$ cat src/rtl/rv64m_pkg.sv
// rv64m_pkg: shared encodings, FSM state type and iteration counts
// for the RV64M multiply/divide unit.
package rv64m_pkg;
    localparam logic [2:0] F3_MUL    = 3'b000;
    localparam logic [2:0] F3_MULH   = 3'b001;
    localparam logic [2:0] F3_MULHSU = 3'b010;
    localparam logic [2:0] F3_MULHU  = 3'b011;
    localparam logic [2:0] F3_DIV    = 3'b100;
    localparam logic [2:0] F3_DIVU   = 3'b101;
    localparam logic [2:0] F3_REM    = 3'b110;
    localparam logic [2:0] F3_REMU   = 3'b111;

    localparam int MD_ITER_64 = 64;
    localparam int MD_ITER_32 = 32;

    typedef enum logic [1:0] {
        S_IDLE = 2'd0,
        S_CALC = 2'd1,
        S_FIX  = 2'd2,
        S_DONE = 2'd3
    } md_state_t;
endpackage

$ cat src/rtl/muldiv_sign_fix.sv
// muldiv_sign_fix: final negate, result select and word sign-extension
// applied to the unsigned magnitudes produced by the iteration datapath.
module muldiv_sign_fix
    import rv64m_pkg::*;
#(
    parameter int XLEN = 64
) (
    input  logic [2:0]        funct3,
    input  logic              word,
    input  logic              neg_a,
    input  logic              neg_b,
    input  logic [2*XLEN-1:0] prod,
    input  logic [XLEN-1:0]   quo,
    input  logic [XLEN-1:0]   rem,
    output logic [XLEN-1:0]   result
);
    logic [2*XLEN-1:0] sprod;
    logic [XLEN-1:0]   squo, srem, sel;

    // Unsigned operands never set the neg flags, so one rule covers MULH/MULHSU/MULHU
    assign sprod  = (neg_a ^ neg_b) ? -prod : prod;
    assign squo   = (neg_a ^ neg_b) ? -quo : quo;
    assign srem   = neg_a ? -rem : rem;
    assign sel    = (funct3 == F3_MUL) ? sprod[XLEN-1:0] :
                    !funct3[2]         ? sprod[2*XLEN-1:XLEN] :
                    funct3[1]          ? srem : squo;
    assign result = word ? {{(XLEN-32){sel[31]}}, sel[31:0]} : sel;
endmodule

$ cat src/rtl/ex_muldiv.sv
// ex_muldiv: iterative RV64M multiply/divide unit for the EX stage; stalls
// the pipeline while a shift-add multiply or restoring divide runs.
module ex_muldiv
    import rv64m_pkg::*;
#(
    parameter int XLEN = 64
) (
    input  logic            clk,
    input  logic            rstn,
    input  logic            start,
    input  logic            flush,
    input  logic            word,
    input  logic [2:0]      funct3,
    input  logic [XLEN-1:0] op_a,
    input  logic [XLEN-1:0] op_b,
    output logic            busy,
    output logic            stall_req,
    output logic            done,
    output logic [XLEN-1:0] result
);
    md_state_t         state, nxt;
    logic [5:0]        cnt;
    logic [2:0]        f3;
    logic              wd, neg_a, neg_b;
    logic [2*XLEN-1:0] acc, mul_n;
    logic [XLEN-1:0]   rem, ub, ext_a, ext_b, sx_a, mag_a, mag_b, short_res, fix_res;
    logic [XLEN:0]     sum, rem_sh;
    logic              sgn_a, sgn_b, in_neg_a, is_div, div0, ovf, illegal, short, ge, accept;

    assign sgn_a    = funct3 inside {F3_MULH, F3_MULHSU, F3_DIV, F3_REM};
    assign sgn_b    = funct3 inside {F3_MULH, F3_DIV, F3_REM};
    assign ext_a    = word ? {{(XLEN-32){sgn_a & op_a[31]}}, op_a[31:0]} : op_a;
    assign ext_b    = word ? {{(XLEN-32){sgn_b & op_b[31]}}, op_b[31:0]} : op_b;
    assign sx_a     = word ? {{(XLEN-32){op_a[31]}}, op_a[31:0]} : op_a;
    assign in_neg_a = sgn_a & ext_a[XLEN-1];
    assign mag_a    = in_neg_a ? -ext_a : ext_a;
    assign mag_b    = (sgn_b & ext_b[XLEN-1]) ? -ext_b : ext_b;
    assign is_div   = funct3[2];
    assign div0     = is_div & (ext_b == '0);
    assign ovf      = is_div & sgn_b & (ext_b == '1) &
                      (ext_a == (word ? {{(XLEN-31){1'b1}}, {31{1'b0}}} : {1'b1, {(XLEN-1){1'b0}}}));
    assign illegal  = word & (funct3 inside {F3_MULH, F3_MULHSU, F3_MULHU});
    assign short    = illegal | div0 | ovf;
    assign short_res = illegal ? '0 :
                       div0    ? (funct3[1] ? sx_a : '1) :
                                 (funct3[1] ? '0 : sx_a);
    assign accept   = (state == S_IDLE) & start & ~flush;

    // Multiply step: conditional add into the high half, then shift right
    assign sum    = {1'b0, acc[2*XLEN-1:XLEN]} + (acc[0] ? {1'b0, ub} : '0);
    assign mul_n  = {sum, acc[XLEN-1:1]};
    // Divide step: quotient lives in acc low half, dividend bits shift out of its top
    assign rem_sh = {rem, acc[XLEN-1]};
    assign ge     = rem_sh >= {1'b0, ub};

    muldiv_sign_fix #(.XLEN(XLEN)) u_fix (
        .funct3 (f3),
        .word   (wd),
        .neg_a  (neg_a),
        .neg_b  (neg_b),
        .prod   (wd ? acc >> 32 : acc),
        .quo    (acc[XLEN-1:0]),
        .rem    (rem),
        .result (fix_res)
    );

    always_ff @(posedge clk or negedge rstn) begin
        if (!rstn) state <= S_IDLE;
        else       state <= nxt;
    end

    always_comb begin
        nxt = flush              ? S_IDLE :
              state == S_IDLE    ? (start ? (short ? S_DONE : S_CALC) : S_IDLE) :
              state == S_CALC    ? (cnt == '0 ? S_FIX : S_CALC) :
              state == S_FIX     ? S_DONE : S_IDLE;
    end

    always_comb begin
        busy      = state != S_IDLE;
        stall_req = ((state == S_IDLE) & start) | (state == S_CALC) | (state == S_FIX);
        done      = state == S_DONE;
    end

    always_ff @(posedge clk or negedge rstn) begin
        if (!rstn) begin
            cnt    <= '0;
            f3     <= '0;
            wd     <= 1'b0;
            neg_a  <= 1'b0;
            neg_b  <= 1'b0;
            acc    <= '0;
            rem    <= '0;
            ub     <= '0;
            result <= '0;
        end else if (accept) begin
            f3     <= funct3;
            wd     <= word;
            neg_a  <= in_neg_a;
            neg_b  <= sgn_b & ext_b[XLEN-1];
            cnt    <= word ? 6'(MD_ITER_32 - 1) : 6'(MD_ITER_64 - 1);
            acc    <= {{XLEN{1'b0}}, (word & is_div) ? mag_a << 32 : mag_a};
            rem    <= '0;
            ub     <= mag_b;
            result <= short ? short_res : result;
        end else if (!flush && state == S_CALC) begin
            cnt    <= cnt - 6'd1;
            acc    <= f3[2] ? {acc[2*XLEN-1:XLEN], acc[XLEN-2:0], ge} : mul_n;
            rem    <= f3[2] ? (ge ? XLEN'(rem_sh - {1'b0, ub}) : rem_sh[XLEN-1:0]) : rem;
        end else if (!flush && state == S_FIX) begin
            result <= fix_res;
        end
    end
endmodule

$ cat config.mk
export PLATFORM = sky130hd
export DESIGN_NAME = ex_muldiv
export DESIGN_NICKNAME = d
export VERILOG_FILES = /design/src/rtl/rv64m_pkg.sv /design/src/rtl/muldiv_sign_fix.sv /design/src/rtl/ex_muldiv.sv
export SDC_FILE = /design/constraint.sdc
export NUM_CORES = 2
export LEC_CHECK = 0
export CELL_PAD_IN_SITES_DETAIL_PLACEMENT = 1
export CELL_PAD_IN_SITES_GLOBAL_PLACEMENT = 2
export CORE_ASPECT_RATIO = 1.4
export CORE_UTILIZATION = 36
export DETAILED_ROUTE_END_ITERATION = 7
export HOLD_SLACK_MARGIN = 0.03
export PLACE_DENSITY = 0.93
export SLEW_MARGIN = 40
export SYNTH_ARGS = -nofsm -noshare
export SYNTH_HDL_FRONTEND = slang
export SYNTH_SLANG_ARGS = --single-unit
$ cat constraint.sdc
create_clock -name clk -period 7.2 [get_ports clk]
set_clock_uncertainty 0.2 [all_clocks]
set_input_delay 1.8 -clock clk [delete_from_list [all_inputs] [get_ports clk]]
set_output_delay 1.8 -clock clk [all_outputs]
set_load 0.01 [all_outputs]
==> results by group <==
Outcome
  • Status: completed

Clock tree
  • H-tree depth: 2
  • Reg clk slew, reported paths: 60 ps
  • Clock Latency Late Sink: 640 ps
  • Clock buffer depth: 3
  • CTS Buf Count: 43
  • Post-CTS Resized: 0
  • Root buffer cell: clkbuf_16
  • Clock Sinks: 334
  • Hold buffer count at CTS: 0
  • Post-CTS Setup Inserts: 0
  • TritonCTS clock tree: done

Die
  • Initial Util: 36.47%
  • Rows: 138
  • Die height: 381.4 um
  • Area of the core: 101500 um2
  • Area of the die: 104100 um2
  • Die Wd: 273.0 um
  • I/O pins: 203

Placement
  • Port Buffers: 202
  • Placed Cells incl. Taps: 6492
  • Gpl congestion: 1.074
  • DP Wirelength: 180900 um

Route
  • Initial drt markers: 4486
  • DRC viols: 0
  • Via count: 44060
  • Final wirelength: 232800 um
  • DRT antenna net count: 0
  • DR WL/cell: 35.38 um
  • First-pass DRT Iterations: 6
  • Via/cell ratio: 6.697

Yosys
  • Netlist Area Pre-Place: 37020 um2
  • Synthesized area per cell: 7.186 um2
  • Synth warnings: 0
  • Synth Flop Type: dfrtp_1
  • Syn nets: 5426
  • Synth unique cells: 92
  • Flops & latches, synth: 334
  • Count of flip-flops with a built-in enable after synthesis: 0
  • Sequential area share after synthesis: 22.58%
  • FFs w/ async S/R, synth: 100.0%
  • Cell count after synthesis: 5152

Power and ir drop
  • VDD IR max: 218.3 uV
  • Leak pwr: 17.28 nW
  • Pwr/cell area: 341.5 nW/um2

Hold path
  • Hold worst-path end: ub[24]
  • Worst Hold Class: reg2reg
  • Hold_sp: ub[24]
  • Hold depth: 2

STA
  • Fin. max-slew vios: 0
  • Final hold viol count: 0
  • Min Hold Slack: 280.4 ps
  • Slew margin rel.: 32.49%
  • Worst Max-Slew Pin Slew: 1005 ps
  • Tcrit/Tclk final: 83.18%
  • Sum of negative setup slack: 0 ps
  • RSZ-0062 raised after global routing: no
  • Setup Viol. Count Final: 0
  • Minimum clock period: 5989 ps
  • Peak Freq: 167.0 MHz

Layout
  • Share of cells above drive strength 1: 7.632%
  • Post-Layout Cell Count: 6580
  • Fin util: 41.82%
  • Area Growth Syn to Fin: 14.68%
  • Layout Nets: 5483

Setup path
  • Crit path max fanout: 39
  • CP endpoint kind: flop
  • Crit path arrival time: 6330 ps
  • CP Class: in2reg
  • R2R Setup Slk: 1390 ps
  • R2r worst-path depth: 11
  • CP Launch Type: primary input
  • R2r startpoint: wd
  • Crit Reg-Reg Endpoint: result[61]
  • Data required time of the critical path: 7540 ps

Job
  • Max-cap check violation count: 0

Global route
  • Antenna violations before repair: 20
  • Tot GR Track Use: 43.65%
  • Vias in the first global route: 44170
  • Total gr overflow: 0
  • First-pass GRT wire length: 327300 um
  • Largest net degree at the start of global routing: 155
## critical path, stage by stage
cell	delay, ps
clkdlybuf4s50_1	510
or4_1	630
nor4_1	470
nand4_1	430
nor3_2	600
nand2_1	390
a31o_4	490
nor2_1	190
buf_4	200
nand2_1	270
and3_1	270
o21ai_0	60
## through the flow
stage | setup slack [ps] | area (um2) | power (mW)
global route | 961.1 | 42440 | 14.83
detailed placement | 720.3 | 40900 | 11.64
global placement | 910.4 | 40870 | 11.53
floorplan | 1327 | 37020 | 7.423
CTS | 1334 | 42320 | 13.98
finish | 1211 | 42460 | 14.50
## registers in the layout, indices dropped and copies added, names as in the netlist
signal and count:
acc 128, cnt 6, state 2, f3 3
wd 1, neg_b 1, ub 64, result 64
rem 64, neg_a 1
## layout make-up
| cell class | instances | area, um2 |
|---|---|---|
| Tap cell | 1330 | 1664 |
| Antenna cell | 9 | 22.52 |
| Timing Repair Buffer | 407 | 3642 |
| Multi-Input combinational cell | 4293 | 26860 |
| Clock inverter | 24 | 274.0 |
| Sequential cell | 334 | 8368 |
| Inverter | 130 | 488.0 |
| Clock buffer | 53 | 1144 |
| Fill cell | 12790 | 59070 |
## power by group
group	internal [mW]	leakage, nW	switching, mW	total, mW
Sequential	2.33	4.32	1.15	3.49
Clock	1.29	0.678	1.03	2.32
Combinational	2.83	12.3	5.87	8.70
Total	6.45	17.3	8.05	14.5
## worst max path at each step
stage	start	end	slack [ps]	cells past startpoint
after floorplan	wd	result[60]	1330	25
after global placement	op_b[8]	result[59]	910	12
after detailed placement	op_b[8]	result[59]	720	12
after CTS	op_b[8]	result[59]	1330	12
after global routing	op_b[8]	result[59]	960	12
final	op_b[8]	result[59]	1210	12
## layout by cell type (no fill, tap or decap), drive strengths merged, types with 19 or more instances in the layout
master / count
o21bai: 29
nor2b: 47
or2: 25
nand2: 567
o211ai: 48
o221ai: 22
a22oi: 39
o21ai: 525
a21oi: 479
a221oi: 34
nand3: 95
a22o: 23
o31ai: 63
a31oi: 78
nand2b: 32
a21o: 81
nor3b: 31
nand4: 64
and2: 32
nor4: 82
mux2i: 159
o21a: 19
xnor2: 220
o41ai: 26
ha: 136
nor3: 170
xor2: 207
mux2: 19
and3: 47
dfrtp: 334
or4: 29
maj3: 26
clkbuf: 53
o22ai: 40
or3: 52
nor2: 524
a211oi: 42
inv: 135
clkdlybuf4s50: 200
buf: 207
## logic make-up (layout without fill, tap and decap cells)
kind of cell | after synthesis | count (layout) | synth area share, %
AOI/OAI and AO/OA | 1675 | 1675 | 27.84
xor gates and xnor gates | 427 | 427 | 10.10
adders and majority gates | 164 | 164 | 5.407
buffers and inverters | 525 | 614 | 5.505
DFF | 334 | 334 | 22.58
muxes | 178 | 178 | 4.887
other | 0 | 9 | 0
and+or+nand+nor | 1849 | 1849 | 23.69
## cells in the mapped netlist (34+ instances only)
master,number,area (um2)
inv_1,129,484.2
a221oi_1,34,297.8
xor2_1,207,1813
o31ai_1,61,457.9
or3_1,52,325.3
nand2_1,567,2128
nor2b_1,47,294.0
o211ai_1,48,360.4
a21oi_1,479,2397
o21ai_0,516,2582
clkbuf_1,320,1201
xnor2_1,220,1927
o22ai_1,40,250.2
mux2i_1,158,1582
nor3_1,168,840.8
a22oi_1,39,292.8
a21o_1,81,608.1
nand3_1,94,470.5
a31oi_1,78,488.0
buf_1,39,146.4
dfrtp_1,334,8358
nand4_1,64,400.4
ha_1,136,1702
a211oi_1,41,307.8
nor2_1,524,1967
and3_1,47,294.0
nor4_1,79,494.2
## routing by layer
metal | global-route usage [%] | vias to the layer above | wire, um
met2 | 69.22 | 2277 | 104400
met1 | 46.77 | 21970 | 81360
met5 | 0 | - | 59
li1 | - | 18820 | -
met3 | 9.005 | 985 | 16900
met4 | 45.71 | 12 | 30150
Power figures use the tool's default switching activity.
